--- src/rtl/ltc2324_rx_if.sv ---
// Bundle between the LTC2324 timing generator / SDO pins and the receiver.
// Latency: none (wires only).
// Backpressure: none; the ADC free-runs, and the receiver flags bad frames instead of stalling.
interface ltc2324_rx_if;
  logic        rx_start;
  logic        sck_gate;
  logic        data_latch;
  logic [3:0]  sdo;
  logic [15:0] ch0;
  logic [15:0] ch1;
  logic [15:0] ch2;
  logic [15:0] ch3;
  logic        data_valid;
  logic        frame_err;
  logic [15:0] frame_cnt;

  // Timing generator / pin side: drives the frame controls and serial data.
  modport master (
    output rx_start, sck_gate, data_latch, sdo,
    input  ch0, ch1, ch2, ch3, data_valid, frame_err, frame_cnt
  );

  // Receiver side.
  modport slave (
    input  rx_start, sck_gate, data_latch, sdo,
    output ch0, ch1, ch2, ch3, data_valid, frame_err, frame_cnt
  );
endinterface

--- src/rtl/ltc2324_rx.sv ---
// Deserialises the four LTC2324 SDO lanes, MSB first, into per-channel samples.
// Latency: ch*/data_valid update one clk after the data_latch rising edge arrives.
// Backpressure: none; aborted or short frames pulse frame_err and are dropped.
module ltc2324_rx #(
  parameter int BITS        = 16,
  parameter int CAPTURE_DLY = 0
) (
  input  logic        clk,
  input  logic        rst_n,
  ltc2324_rx_if.slave rx_if
);
  localparam logic [4:0] BITS_L = 5'(BITS);
  localparam logic [4:0] LAST_L = 5'(BITS - 1);

  typedef enum logic [1:0] {IDLE, ARMED, SHIFT, DONE} state_t;

  state_t               r_state;
  state_t               w_state_nxt;
  logic                 r_start_q;
  logic                 r_latch_q;
  logic                 w_start_edge;
  logic                 w_latch_edge;
  logic                 w_gate_d;
  logic                 w_arm;
  logic                 w_shift;
  logic                 w_err;
  logic                 w_good;
  logic [4:0]           r_bit_cnt;
  logic [3:0][BITS-1:0] r_lane;
  logic [3:0][15:0]     r_ch;
  logic                 r_data_valid;
  logic                 r_frame_err;
  logic [15:0]          r_frame_cnt;

  // Current input vs. one-cycle-old copy, so a multi-cycle pulse is one event
  // and the latch edge is acted on in the cycle it arrives.
  assign w_start_edge = rx_if.rx_start & ~r_start_q;
  assign w_latch_edge = rx_if.data_latch & ~r_latch_q;

  // Remember the previous level of the two timing-generator strobes.
  always_ff @(posedge clk or negedge rst_n) begin
    if (!rst_n) begin
      r_start_q <= 1'b0;
      r_latch_q <= 1'b0;
    end else begin
      r_start_q <= rx_if.rx_start;
      r_latch_q <= rx_if.data_latch;
    end
  end

  // The SCK gate is delayed to line up with SDO after the board round trip.
  generate
    if (CAPTURE_DLY == 0) begin : g_no_dly
      assign w_gate_d = rx_if.sck_gate;
    end else begin : g_dly
      logic [CAPTURE_DLY-1:0] r_gate_pipe;

      // Shift the gate through CAPTURE_DLY flops.
      always_ff @(posedge clk or negedge rst_n) begin
        if (!rst_n) begin
          r_gate_pipe <= '0;
        end else begin
          r_gate_pipe[0] <= rx_if.sck_gate;
          for (int k = 1; k < CAPTURE_DLY; k++) begin
            r_gate_pipe[k] <= r_gate_pipe[k-1];
          end
        end
      end

      assign w_gate_d = r_gate_pipe[CAPTURE_DLY-1];
    end
  endgenerate

  // FSM state register.
  always_ff @(posedge clk or negedge rst_n) begin
    if (!rst_n) begin
      r_state <= IDLE;
    end else begin
      r_state <= w_state_nxt;
    end
  end

  // Next state and datapath controls; rx_start outranks everything else.
  always_comb begin
    w_state_nxt = r_state;
    w_arm       = 1'b0;
    w_shift     = 1'b0;
    w_err       = 1'b0;
    w_good      = 1'b0;
    if (w_start_edge) begin
      w_arm       = 1'b1;
      w_err       = (r_state != IDLE);
      w_state_nxt = ARMED;
    end else begin
      case (r_state)
        ARMED, SHIFT: begin
          if (w_latch_edge) begin
            w_err       = 1'b1;
            w_state_nxt = IDLE;
          end else if (w_gate_d && (r_bit_cnt < BITS_L)) begin
            w_shift     = 1'b1;
            w_state_nxt = (r_bit_cnt == LAST_L) ? DONE : SHIFT;
          end
        end
        DONE: begin
          if (w_latch_edge) begin
            w_good      = 1'b1;
            w_state_nxt = IDLE;
          end
        end
        default: begin
          w_state_nxt = r_state;
        end
      endcase
    end
  end

  // Lane shifting, sample hand-off and status pulses.
  always_ff @(posedge clk or negedge rst_n) begin
    if (!rst_n) begin
      r_bit_cnt    <= '0;
      r_lane       <= '0;
      r_ch         <= '0;
      r_data_valid <= 1'b0;
      r_frame_err  <= 1'b0;
      r_frame_cnt  <= '0;
    end else begin
      r_data_valid <= w_good;
      r_frame_err  <= w_err;
      if (w_arm) begin
        r_bit_cnt <= '0;
        r_lane    <= '0;
      end else if (w_shift) begin
        r_bit_cnt <= r_bit_cnt + 5'd1;
        for (int i = 0; i < 4; i++) begin
          r_lane[i] <= {r_lane[i][BITS-2:0], rx_if.sdo[i]};
        end
      end
      if (w_good) begin
        for (int i = 0; i < 4; i++) begin
          r_ch[i] <= 16'(r_lane[i]);
        end
        r_frame_cnt <= r_frame_cnt + 16'd1;
      end
    end
  end

  assign rx_if.ch0        = r_ch[0];
  assign rx_if.ch1        = r_ch[1];
  assign rx_if.ch2        = r_ch[2];
  assign rx_if.ch3        = r_ch[3];
  assign rx_if.data_valid = r_data_valid;
  assign rx_if.frame_err  = r_frame_err;
  assign rx_if.frame_cnt  = r_frame_cnt;
endmodule
--- src/flat_wrapper.sv ---
// flat-port wrapper written by rule: the top's interface ports become plain ports
module ltc2324_rx_flat 
#(
  parameter int BITS        = 16,
  parameter int CAPTURE_DLY = 0
)
  (clk, rst_n, rx_if_rx_start, rx_if_sck_gate, rx_if_data_latch, rx_if_sdo, rx_if_ch0, rx_if_ch1, rx_if_ch2, rx_if_ch3, rx_if_data_valid, rx_if_frame_err, rx_if_frame_cnt);
  ltc2324_rx_if rx_if_i ();
  input  logic clk;
  input  logic rst_n;
  input wire logic [$bits(rx_if_i.rx_start)-1:0] rx_if_rx_start;
  input wire logic [$bits(rx_if_i.sck_gate)-1:0] rx_if_sck_gate;
  input wire logic [$bits(rx_if_i.data_latch)-1:0] rx_if_data_latch;
  input wire logic [$bits(rx_if_i.sdo)-1:0] rx_if_sdo;
  output wire logic [$bits(rx_if_i.ch0)-1:0] rx_if_ch0;
  output wire logic [$bits(rx_if_i.ch1)-1:0] rx_if_ch1;
  output wire logic [$bits(rx_if_i.ch2)-1:0] rx_if_ch2;
  output wire logic [$bits(rx_if_i.ch3)-1:0] rx_if_ch3;
  output wire logic [$bits(rx_if_i.data_valid)-1:0] rx_if_data_valid;
  output wire logic [$bits(rx_if_i.frame_err)-1:0] rx_if_frame_err;
  output wire logic [$bits(rx_if_i.frame_cnt)-1:0] rx_if_frame_cnt;
  assign rx_if_i.rx_start = rx_if_rx_start;
  assign rx_if_i.sck_gate = rx_if_sck_gate;
  assign rx_if_i.data_latch = rx_if_data_latch;
  assign rx_if_i.sdo = rx_if_sdo;
  assign rx_if_ch0 = rx_if_i.ch0;
  assign rx_if_ch1 = rx_if_i.ch1;
  assign rx_if_ch2 = rx_if_i.ch2;
  assign rx_if_ch3 = rx_if_i.ch3;
  assign rx_if_data_valid = rx_if_i.data_valid;
  assign rx_if_frame_err = rx_if_i.frame_err;
  assign rx_if_frame_cnt = rx_if_i.frame_cnt;
  ltc2324_rx #(.BITS(BITS), .CAPTURE_DLY(CAPTURE_DLY)) u_core (.clk(clk), .rst_n(rst_n), .rx_if(rx_if_i));
endmodule
--- config.mk ---
export PLATFORM = sky130hd
export DESIGN_NAME = ltc2324_rx_flat
export DESIGN_NICKNAME = d
export VERILOG_FILES = /design/src/rtl/ltc2324_rx_if.sv /design/src/rtl/ltc2324_rx.sv /design/src/flat_wrapper.sv
export SDC_FILE = /design/constraint.sdc
export NUM_CORES = 1
export LEC_CHECK = 0
export BUFFER_PORTS_ARGS = -buffer_cell sky130_fd_sc_hd__clkbuf_2
export CORE_MARGIN = 2
export CORE_UTILIZATION = 50
export DETAILED_ROUTE_END_ITERATION = 8
export PLACE_DENSITY_LB_ADDON = 0.2
export SYNTH_ARGS = -nofsm -noshare
export SYNTH_HDL_FRONTEND = slang
export SYNTH_SLANG_ARGS = --single-unit
--- constraint.sdc ---
create_clock -name clk -period 5.2 [get_ports clk]
set_input_delay 0.26 -clock clk [delete_from_list [all_inputs] [get_ports clk]]
set_output_delay 0.26 -clock clk [all_outputs]
set_load 0.01 [all_outputs]
# Word-level counts from Yosys, hierarchy flattened
# Index checks and enable logic that the tools add are counted.
[word_totals] reg_bits=155 output_inout_bits=82
[classes] add_sub_neg=2 magnitude_cmp=1 n_eq_ne=6 muxes=20 bitwise_logic=4 n_reduce_logical=6
[ops] cell="64-bit two-way mux" n=2
[ops] cell="16-bit by 1-bit adder with 16-bit output, second input constant" n=1
[ops] cell="1-bit two-way mux" n=11
[ops] cell="5-bit two-way mux" n=2
[ops] cell="2-bit two-way mux" n=4
[ops] cell="5-bit by 1-bit adder with 5-bit output, second input constant" n=1
[ops] cell="5-bit by 4-bit equality test with 1-bit output, second input constant" n=1
[ops] cell="5-bit < comparator, second input constant" n=1
[ops] cell="2-bit equality test, second input constant" n=2
[ops] cell="4-bit by 1-bit inequality test with 1-bit output, second input constant" n=1
[ops] cell="2-bit one-hot mux with 2 select lines" n=1
[ops] cell="2-bit nonzero test" n=2
[ops] cell="3-bit by 1-bit inequality test with 1-bit output, second input constant" n=1
[ops] cell="3-bit AND reduction" n=1
[ops] cell="3-bit nonzero test" n=1
[ops] cell="1-bit AND" n=2
[ops] cell="2-bit by 1-bit equality test with 1-bit output, second input constant" n=1
[ops] cell="1-bit inverter" n=2
[ops] cell="2-bit OR reduction" n=1
[ops] cell="1-bit logical AND" n=1

# Longest topological paths before layout
# Gate-level depths: netlist (run 1).
[depth] word_depth=8 mapped_depth=8 ltp_nobuf=6

# Worst setup path before layout (run 1)
# Ideal clock, no wire load.
[synth_path] path_kind="reg-to-reg" from="reg u_core.r_state[0]" to="reg u_core.r_bit_cnt[1]" t_arrival_ps=1491 required_time_ps=5064 setup_slack_ps=3572 path_stages_with_launch=9 path_buffers=2 path_cell_list="dfrtp_1 inv_1 ha_1 and3b_1 and2_1 buf_4 buf_2 nand2_1 a21oi_1"
[synth_via] elab_chain_cells=5 word_cells_on_any_way=6 cone_classes="2 x eq/ne; 2 x mux; 2 x reduce/logical"
[synth_rtl] element="start: declaration" line="ltc2324_rx.sv:17" source="state_t r_state;"
[synth_rtl] element="start signal: assignment" line="ltc2324_rx.sv:79" source="r_state <= w_state_nxt;"
[synth_rtl] element="2-bit by 1-bit equality test with 1-bit output / 2-bit equality test (equally long branches)" line="ltc2324_rx.sv:95" source="case (r_state)"
[synth_rtl] element="2-bit OR reduction *" line="ltc2324_rx.sv:95"
[synth_rtl] element="1-bit two-way mux *" line="ltc2324_rx.sv:95"
[synth_rtl] element="1-bit two-way mux *" line="ltc2324_rx.sv:90" source="if (w_start_edge) begin"
[synth_rtl] element="2-bit nonzero test (no line) *"
[synth_rtl] element="end signal: assignment" line="ltc2324_rx.sv:134" source="r_bit_cnt <= r_bit_cnt + 5'd1;"
[synth_rtl] element="end: declaration" line="ltc2324_rx.sv:28" source="logic [4:0] r_bit_cnt;"
# Mark *: on every way between the ends. The rest lies on a longest branch, timed or not.
# A chain may end at the register's enable or synchronous reset.

# Worst setup path in the final report (run 1)
[layout_path] from="reg u_core.r_state[1]" to="reg u_core.r_lane[43] (netlist name)"
[layout_via] elab_chain_cells=5 word_cells_on_any_way=6 cone_classes="2 x eq/ne; 2 x mux; 2 x reduce/logical"
[layout_rtl] element="2-bit by 1-bit equality test with 1-bit output / 2-bit equality test (equally long branches)" line="ltc2324_rx.sv:95"
[layout_rtl] element="2-bit OR reduction *" line="ltc2324_rx.sv:95"
[layout_rtl] element="1-bit two-way mux *" line="ltc2324_rx.sv:95"
[layout_rtl] element="1-bit two-way mux *" line="ltc2324_rx.sv:90"
[layout_rtl] element="2-bit nonzero test (no line) *"
[layout_rtl] element="end signal: indexed assignment" line="ltc2324_rx.sv:136" source="r_lane[i] <= {r_lane[i][BITS-2:0], rx_if.sdo[i]};"
[layout_rtl] element="end: declaration" line="ltc2324_rx.sv:29" source="logic [3:0][BITS-1:0] r_lane;"
# Marked as above.

==> qor.yml, run 1 <==
sta:
  worst_pin_slew_ns: 0.849
  whs_ns: 0.0654
  report.final.slew_viol_count: 0
  timing.fmax_ghz: 0.414
  clock-skew-final_ns: 0.00763
  fin_tns_setup_ns: 0
  hold_viol_final: 0
  layout_min_cycle_time_ns: 2.41
  min_period_over_period: 0.464
  finalSetupViolations: 0
  timing.slew.headroom: 0.434
  grt_setup_unrepaired: "false"
cts:
  cts_root_buffer: "sky130_fd_sc_hd__clkbuf_16"
  clock_latency_ns: 0.42
  htree_levels: 4
  cts.reportedPaths.clkPinSlew_ns: 0.06
  clock_tree_from_tritoncts: "done"
  count_of_clock_tree_sinks: 155
  postCtsSetupRepairBufs: 0
  clock_path_buffers: 2
  cts_inserted_buffers: 17
setup_path:
  cp.arrival_ns: 2.75
  r2r.worst_path.cells: 7
  worst_r2r_endpoint: "u_core.r_lane[43]"
  critical_path.n_buffers_inverters: 2
  worst_r2r_startpoint: "u_core.r_state[1]"
  critical_path_cell_by_cell: "inv_1 -> ha_1 -> and3b_1 -> and2_2 -> buf_4 -> nand2_1 -> a21oi_1"
  path_max_fanout: 36
  cpPeakStageDelay_ns: 0.55
  reg2reg_setup_slack_ns: 2.79
  critPathKind: "reg -> reg"
  timing.critical_path.required_ns: 5.54
  crit_path_end_kind: "flip-flop"
  critical-path-top-delay-family: "simple AND/OR/NAND/NOR gates"
  setup_crit_start_kind: "flip-flop"
  slowest_stage: "sky130_fd_sc_hd__and2_2"
worst_hold_path:
  min_from: "rx_if_sdo[1]"
  path_category_of_the_worst_min_delay_check: "in -> reg"
  min_delay_path_depth: 3
  worst_hold_path.endpoint: "u_core.r_lane[16]"
detailed_routing:
  drt-wirelength-per-cell_um: 15.0
  final_antenna_net_count: 0
  drt_first_pass_iters: 4
  detail_route.wirelength_mm: 11.5
  drt_iter0_drc: 232
  vias_after_detailed_routing: 4042
  post-route-drc-count: 0
  vias_per_cell: 5.26
grt:
  global_route_wire_length_before_repair_mm: 19.6
  vias_in_the_first_global_route: 4008
  grt_most_used_layer: "met2"
  antenna_found_initial: 0
  met1_usage: 0.264
  track_usage: 0.193
  globalRouteOverflowTotal: 0
  largest_net_degree_at_the_start_of_global_routing: 97
  grt.met2_usage: 0.288
  globalRouteMet3Util: 0.0561
synthesis:
  postSynthCellCount: 521
  yosys_register_bits: 155
  post_synth.cell_area_avg_um2: 11.7
  post_synth_instance_area_um2: 6110
  synth.net_count: 536
  number_of_synthesis_warnings: 0
  synthDistinctLibCells: 30
  ys_seq_area_frac: 0.635
placement:
  finalWeightedCongestion: 0.754
  dp_hpwl_mm: 7.07
  port_buffers: 90
  placed_cells_incl_taps: 734
power:
  irDropWorstVdd_mv: 0.218
  pwr-share-clk: 0.401
  cell_internal_power_dissipation_w: 0.00217
  total_switching_power_w: 0.000815
  p_sw_frac: 0.273
  leak_pwr_nw: 3.59
  power.share.sequential: 0.459
  p_comb_frac: 0.140
  cellPowerDensity_nw_per_um2: 410
  power_w: 0.00298
layout:
  n_antenna_cell: 0
  nets: 624
  ff_latch_area_um2: 3880
  finalNonFillerCells: 769
  final_core_utilization: 0.607
  final_layout_size_suffix_gt1_frac: 0.293
  multi_input_comb_area_um2: 2080
  fill_cells: 996
  area_delta_synth_final_pct: 18.9
run_status:
  outcome: "finished, final reports clean"
floorplan:
  floorplan.die.height_um: 115
  core_area_um2: 12000
  dieArea_um2: 13100
  ios: 91
  floorplan.rows: 40
  initial_utilization: 0.511
  die_w_um: 115
job:
  max-cap-violations: 0
[cells in the mapped netlist (all sizes together)]
cell type	number	area [um^2]
a211oi	1	7.51
a21oi	65	325
a31oi	1	6.26
and2	1	6.26
and3	3	18.8
and3b	1	8.76
and4	1	8.76
buf	19	113
clkbuf	11	41.3
dfrtp	155	3880
ha	6	75.1
inv	3	11.3
mux2	65	732
nand2	138	518
nand2b	3	18.8
nand3	8	40.0
nand4	6	37.5
nor2	6	22.5
nor2b	1	6.26
nor3	3	25.0
nor3b	1	18.8
o21a	1	7.51
o21ai	3	15.0
o221a	1	11.3
xnor2	14	123
xor2	4	35.0
[flip-flops by register name (all words and copies together) (netlist names)]
register,count
u_core.r_bit_cnt,5
u_core.r_lane,64
u_core.r_latch_q,1
u_core.r_start_q,1
u_core.r_state,2
u_core.rx_if.ch0,16
u_core.rx_if.ch1,16
u_core.rx_if.ch2,16
u_core.rx_if.ch3,16
u_core.rx_if.data_valid,1
u_core.rx_if.frame_cnt,16
u_core.rx_if.frame_err,1
[routing by layer]
layer  vias to the layer above  part of all wire
li1                       1920                 -
met3                        24             0.045
met5                         -                 0
met2                        98              0.47
met4                         0             0.021
met1                      2000              0.46
[cell type report]
cell class / instances / area share
Sequential cell: 155 / 0.534
Tap cell: 147 / 0.0253
Clock inverter: 12 / 0.0169
Timing Repair Buffer: 99 / 0.0732
Multi-Input combinational cell: 333 / 0.286
Clock buffer: 20 / 0.0629
Inverter: 3 / 0.00155
[worst max path at each step]
stage                      startpoint                   to  slack, ns  cells past startpoint
floorplan           u_core.r_state[0]  u_core.r_bit_cnt[1]       3.57                      8
global placement    u_core.r_state[1]    u_core.r_lane[50]       2.95                      7
CTS                 u_core.r_state[1]    u_core.r_lane[43]       2.78                      7
global route        u_core.r_state[1]    u_core.r_lane[43]       2.55                      7
finish              u_core.r_state[1]    u_core.r_lane[43]       2.79                      7
detailed placement  u_core.r_state[1]    u_core.r_lane[43]       2.82                      7
[worst reg2reg max path: stages (launching register included)]
cell and delay [ns]:
sky130_fd_sc_hd__dfrtp_1 0.38, sky130_fd_sc_hd__inv_1 0.08, sky130_fd_sc_hd__ha_1 0.32, sky130_fd_sc_hd__and3b_1 0.24
sky130_fd_sc_hd__and2_2 0.55, sky130_fd_sc_hd__buf_4 0.46, sky130_fd_sc_hd__nand2_1 0.13, sky130_fd_sc_hd__a21oi_1 0.17
[cell families after synthesis]
| logic type | count (synthesis) | synth area share |
|---|---|---|
| and+or+nand+nor | 172 | 0.119 |
| AOI/OAI and AO/OA | 72 | 0.0610 |
| buffers and inverters | 33 | 0.0270 |
| DFF | 155 | 0.635 |
| xor gates and xnor gates | 18 | 0.0258 |
| adders and majority gates | 6 | 0.0123 |
| muxes | 65 | 0.120 |
[power groups by stage]
| stage | combinational [W] | sequential (W) | clock [W] |
|---|---|---|---|
| 2_1_floorplan | 0.000269 | 0.00140 | 0 |
| 3_3_place_gp | 0.000404 | 0.00138 | 0 |
| 3_5_place_dp | 0.000418 | 0.00139 | 0 |
| 4_1_cts | 0.000422 | 0.00137 | 0.00123 |
| 5_1_grt | 0.000471 | 0.00138 | 0.00128 |
| 6_report | 0.000417 | 0.00137 | 0.00120 |
[repair_timing]
action	CTS	global route
resized for setup	0	0
hold endpoints to repair	97	0
hold buffers	3	0
[cell usage in the layout, fill, tap and decap left out, types with 2 or more instances in the layout]
cell / n
sky130_fd_sc_hd__inv_1: 3
sky130_fd_sc_hd__xor2_1: 4
sky130_fd_sc_hd__a21oi_1: 65
sky130_fd_sc_hd__o21ai_0: 3
sky130_fd_sc_hd__clkbuf_2: 89
sky130_fd_sc_hd__clkinvlp_4: 5
sky130_fd_sc_hd__mux2_2: 48
sky130_fd_sc_hd__nand4_1: 6
sky130_fd_sc_hd__clkinv_2: 5
sky130_fd_sc_hd__nor2_1: 6
sky130_fd_sc_hd__clkbuf_16: 17
sky130_fd_sc_hd__dfrtp_1: 155
sky130_fd_sc_hd__buf_4: 6
sky130_fd_sc_hd__nand2b_1: 3
sky130_fd_sc_hd__dlygate4sd3_1: 3
sky130_fd_sc_hd__nor3_2: 2
sky130_fd_sc_hd__bufinv_16: 2
sky130_fd_sc_hd__ha_1: 6
sky130_fd_sc_hd__nand3_1: 8
sky130_fd_sc_hd__and3_1: 3
sky130_fd_sc_hd__mux2_1: 17
sky130_fd_sc_hd__clkbuf_8: 2
sky130_fd_sc_hd__xnor2_1: 14
sky130_fd_sc_hd__nand2_1: 137
[through the flow]
stage / worst slack, ns / instance area [um^2]
6_report: 2.79 / 7260
5_1_grt: 2.55 / 7260
4_1_cts: 2.78 / 7260
3_5_place_dp: 2.82 / 6650
3_3_place_gp: 2.95 / 6650
2_1_floorplan: 3.57 / 6110
(Power assumes the default switching activity.)
==> run 2, diff against run 1 <==
--- a/config.mk
+++ b/config.mk
@@ -5,6 +5,7 @@
 export SDC_FILE = /design/constraint.sdc
 export NUM_CORES = 1
 export LEC_CHECK = 0
+export ABC_AREA = 1
 export BUFFER_PORTS_ARGS = -buffer_cell sky130_fd_sc_hd__clkbuf_2
 export CORE_MARGIN = 2
 export CORE_UTILIZATION = 50
==> constraint.sdc (replaced) <==
create_clock -name clk -period 2.5 [get_ports clk]
set_input_delay 0.125 -clock clk [delete_from_list [all_inputs] [get_ports clk]]
set_output_delay 0.125 -clock clk [all_outputs]
set_load 0.01 [all_outputs]
==> run 2 against run 1 <==
Global-route usage increased by 0.35 points. Clock power is 130% higher. Clock skew is essentially flat. Largest power group unchanged. Design area rose by 8.5%. Critical path depth grew 1. Via count is 17% higher. First-iteration DRC count is 49% higher. Count of clock-buffer cells in the layout grew 2.
==> qor.yml, run 2 <==
layout:
  final_core_utilization: 0.602  # -0.00490
  top_register: "u_core.r_lane"
  largest_reg_flops: 64  # unchanged
  final_layout_size_suffix_gt1_frac: 0.218  # -0.0747
  fill_cells: 1137  # +14%
  final_common_cell: "sky130_fd_sc_hd__dfrtp_1"
  n_antenna_cell: 0  # unchanged
  multi_input_comb_area_um2: 1940  # -6.6%
  ff_latch_area_um2: 3880  # unchanged
  nets: 828  # +33%
  layout_common_cells: "sky130_fd_sc_hd__dfrtp_1 (155), sky130_fd_sc_hd__inv_1 (148), sky130_fd_sc_hd__nand2_1 (117)"
  area_delta_synth_final_pct: 19.2
synthesis:
  synth-edff-count: 0  # unchanged
  postSynthCellCount: 714  # +37%
  ys_seq_area_frac: 0.587  # -0.0480
  post_synth_instance_area_um2: 6610  # +8.2%
  synth_ff_type: "sky130_fd_sc_hd__dfrtp_1"
  synthDistinctLibCells: 26  # -13%
  async_flop_share: 1.00  # unchanged
  number_of_synthesis_warnings: 0  # unchanged
  synth_top_area_cell: "sky130_fd_sc_hd__dfrtp_1"
  yosys_register_bits: 155  # unchanged
  synth.net_count: 729  # +36%
  synth_most_common_cell: "sky130_fd_sc_hd__dfrtp_1"
  synthTopCellsByArea: "sky130_fd_sc_hd__dfrtp_1 (59%), sky130_fd_sc_hd__inv_1 (8.4%), sky130_fd_sc_hd__nand2_1 (6.6%)"
  post_synth.cell_area_avg_um2: 9.26  # -21%
  netlist_top_cells_count: "sky130_fd_sc_hd__dfrtp_1 (155), sky130_fd_sc_hd__inv_1 (148), sky130_fd_sc_hd__nand2_1 (117), sky130_fd_sc_hd__nor2_1 (77), sky130_fd_sc_hd__o21ai_0 (64)"
  netlist.area_leader.share: 0.587  # -0.0480
sta:
  clock-skew-final_ns: 0.00741  # -0.000222 ns
  finalSetupViolations: 0  # unchanged
  timing.slew.headroom: 0.569  # +0.135
  fin_tns_setup_ns: 0  # unchanged
  worst_pin_slew_ns: 0.646  # -0.203 ns
  layout_min_cycle_time_ns: 1.79  # -0.619 ns
  postLayoutSetupSlackWorst_ns: 0.707  # -2.08 ns
  whs_ns: 0.201  # +0.136 ns
  timing.fmax_ghz: 0.558  # +35%
  report.final.slew_viol_count: 0  # unchanged
  hold_viol_final: 0  # unchanged
  grt_setup_unrepaired: "false"
  min_period_over_period: 0.717  # +0.253
grt:
  largest_net_degree_at_the_start_of_global_routing: 72  # -26%
  antenna_found_initial: 0  # unchanged
  track_usage: 0.197  # +0.00349
  global_route_wire_length_before_repair_mm: 22.2  # +13%
  globalRouteOverflowTotal: 0  # unchanged
  vias_in_the_first_global_route: 4699  # +17%
power:
  cellPowerDensity_nw_per_um2: 891  # +120%
  power.share.sequential: 0.430  # -0.029
  total_switching_power_w: 0.00203  # +150%
  p_comb_frac: 0.181  # +0.041
  power_w: 0.00702  # +140%
  irDropWorstVdd_mv: 0.492  # +130%
  p_sw_frac: 0.290  # +0.0165
  leak_pwr_nw: 4.26  # +18%
  pwr-share-clk: 0.389  # -0.012
  cell_internal_power_dissipation_w: 0.00498  # +130%
placement:
  port_buffers: 90  # unchanged
  finalWeightedCongestion: 0.786  # +4.2%
  pre_cts_ws_ns: 0.724  # -2.10 ns
  dp_hpwl_mm: 8.56  # +21%
cts:
  cts.reportedPaths.clkPinSlew_ns: 0.06  # about the same
  count_of_clock_tree_sinks: 155  # unchanged
  cts-resized-gates: 0  # unchanged
  clock_tree_from_tritoncts: "done"
  htree_levels: 4  # unchanged
  clock_path_buffers: 2  # unchanged
  cts_root_buffer: "sky130_fd_sc_hd__clkbuf_16"
  cts_inserted_buffers: 17  # unchanged
  clock_latency_ns: 0.42  # about the same
floorplan:
  core_area_um2: 13100  # +9.4%
  die_w_um: 119  # +3.9%
  floorplan.die.height_um: 119  # +3.9%
  floorplan.rows: 42  # +5.0%
  ios: 91  # unchanged
  dieArea_um2: 14200  # +7.9%
  initial_utilization: 0.505  # -0.00562
setup_path:
  path_max_fanout: 32  # -11%
  worst_r2r_startpoint: "u_core.r_state[0]"
  worst_r2r_endpoint: "u_core.r_lane[51]"
  timing.critical_path.required_ns: 2.80  # -2.74 ns
  setup_crit_start_kind: "flip-flop"
  crit_path_end_kind: "flip-flop"
  r2r.worst_path.cells: 8  # +1
  cp.arrival_ns: 2.09  # -0.66 ns
  reg2reg_setup_slack_ns: 0.71  # -2.08 ns
  critPathKind: "reg -> reg"
detailed_routing:
  vias_per_cell: 4.73  # -10%
  drt_first_pass_iters: 4  # unchanged
  drt_iter0_drc: 345  # +49%
  detail_route.wirelength_mm: 12.6  # +9.5%
  drt-wirelength-per-cell_um: 12.6  # -16%
  final_antenna_net_count: 0  # unchanged
  post-route-drc-count: 0  # unchanged
  vias_after_detailed_routing: 4742  # +17%
run_status:
  outcome: "finished, final reports clean"
worst_hold_path:
  worst_hold_path.endpoint: "u_core.r_bit_cnt[1]"
  min_from: "rx_if_sck_gate"
  path_category_of_the_worst_min_delay_check: "in -> reg"
  min_delay_path_depth: 6  # +3
job:
  max-cap-violations: 0  # unchanged
run 2: cell types whose count changed after synthesis, sizes merged, moves of 4 or more:
cell,before,now
nand2,138,119
clkbuf,11,7
o21ai,3,70
inv,3,150
o22ai,0,7
nand3,8,18
xnor2,14,5
mux2,65,0
nor2,6,81
run 2: layout make-up:
class,count,share of cell area
tap,176,0.0279
inverter,150,0.0714
multi-input combinational,380,0.246
clock buffer,22,0.0602
sequential,155,0.492
clock inverter,10,0.0206
timing repair buffer,109,0.0814
run 2: timing repair:
item                      CTS  global route
hold endpoints to repair   74             0
hold buffers                7             0
setup buffers               0             0
run 2: critical path: stages (launching register included):
cell and delay [ns]:
sky130_fd_sc_hd__dfrtp_1 0.38, sky130_fd_sc_hd__inv_1 0.09, sky130_fd_sc_hd__ha_1 0.37, sky130_fd_sc_hd__nand3_4 0.13
sky130_fd_sc_hd__nand2_2 0.08, sky130_fd_sc_hd__buf_4 0.35, sky130_fd_sc_hd__nor2_1 0.07, sky130_fd_sc_hd__a21oi_1 0.13
sky130_fd_sc_hd__inv_1 0.06
run 2: through the flow:
stage	instance area, um^2	instances
3_5_place_dp	7170	963
6_report	7880	1002
5_1_grt	7880	1002
4_1_cts	7880	1002
3_3_place_gp	7170	963
2_1_floorplan	6610	714
run 2: worst max-delay path by stage:
stage / startpoint / endpoint / slack, ns / cells after the start
2_1_floorplan: u_core.r_state[0] / u_core.r_lane[62] / 1.02 / 9
3_3_place_gp: u_core.r_state[0] / u_core.r_lane[21] / 0.83 / 8
3_5_place_dp: u_core.r_state[0] / u_core.r_lane[34] / 0.72 / 8
4_1_cts: u_core.r_state[0] / u_core.r_lane[51] / 0.70 / 8
5_1_grt: u_core.r_state[0] / u_core.r_lane[21] / 0.56 / 8
6_report: u_core.r_state[0] / u_core.r_lane[51] / 0.71 / 8
run 2: per-layer routing:
layer  vias up  wire [um]  GRT usage
met3        18        476     0.0498
met4         0        221     0.0781
met1      2274       6010      0.266
met5         -          0          0
met2        74       5900      0.306
li1       2376          -          -
run 2: logic make-up after synthesis:
| logic type | share of synthesized area |
|---|---|
| fa+ha+maj | 0.0114 |
| flops | 0.587 |
| buf+inv | 0.120 |
| compound gates | 0.128 |
| xor+xnor | 0.00927 |
| simple gates | 0.145 |
run 2: power groups by stage:
stage                     clock network, W  logic [W]  registers [W]
after global placement                   0    0.00123        0.00304
after CTS                          0.00280    0.00129        0.00302
final                              0.00273    0.00127        0.00302
after global routing               0.00291    0.00144        0.00305
after floorplan                          0   0.000799        0.00311
after detailed placement                 0    0.00127        0.00306
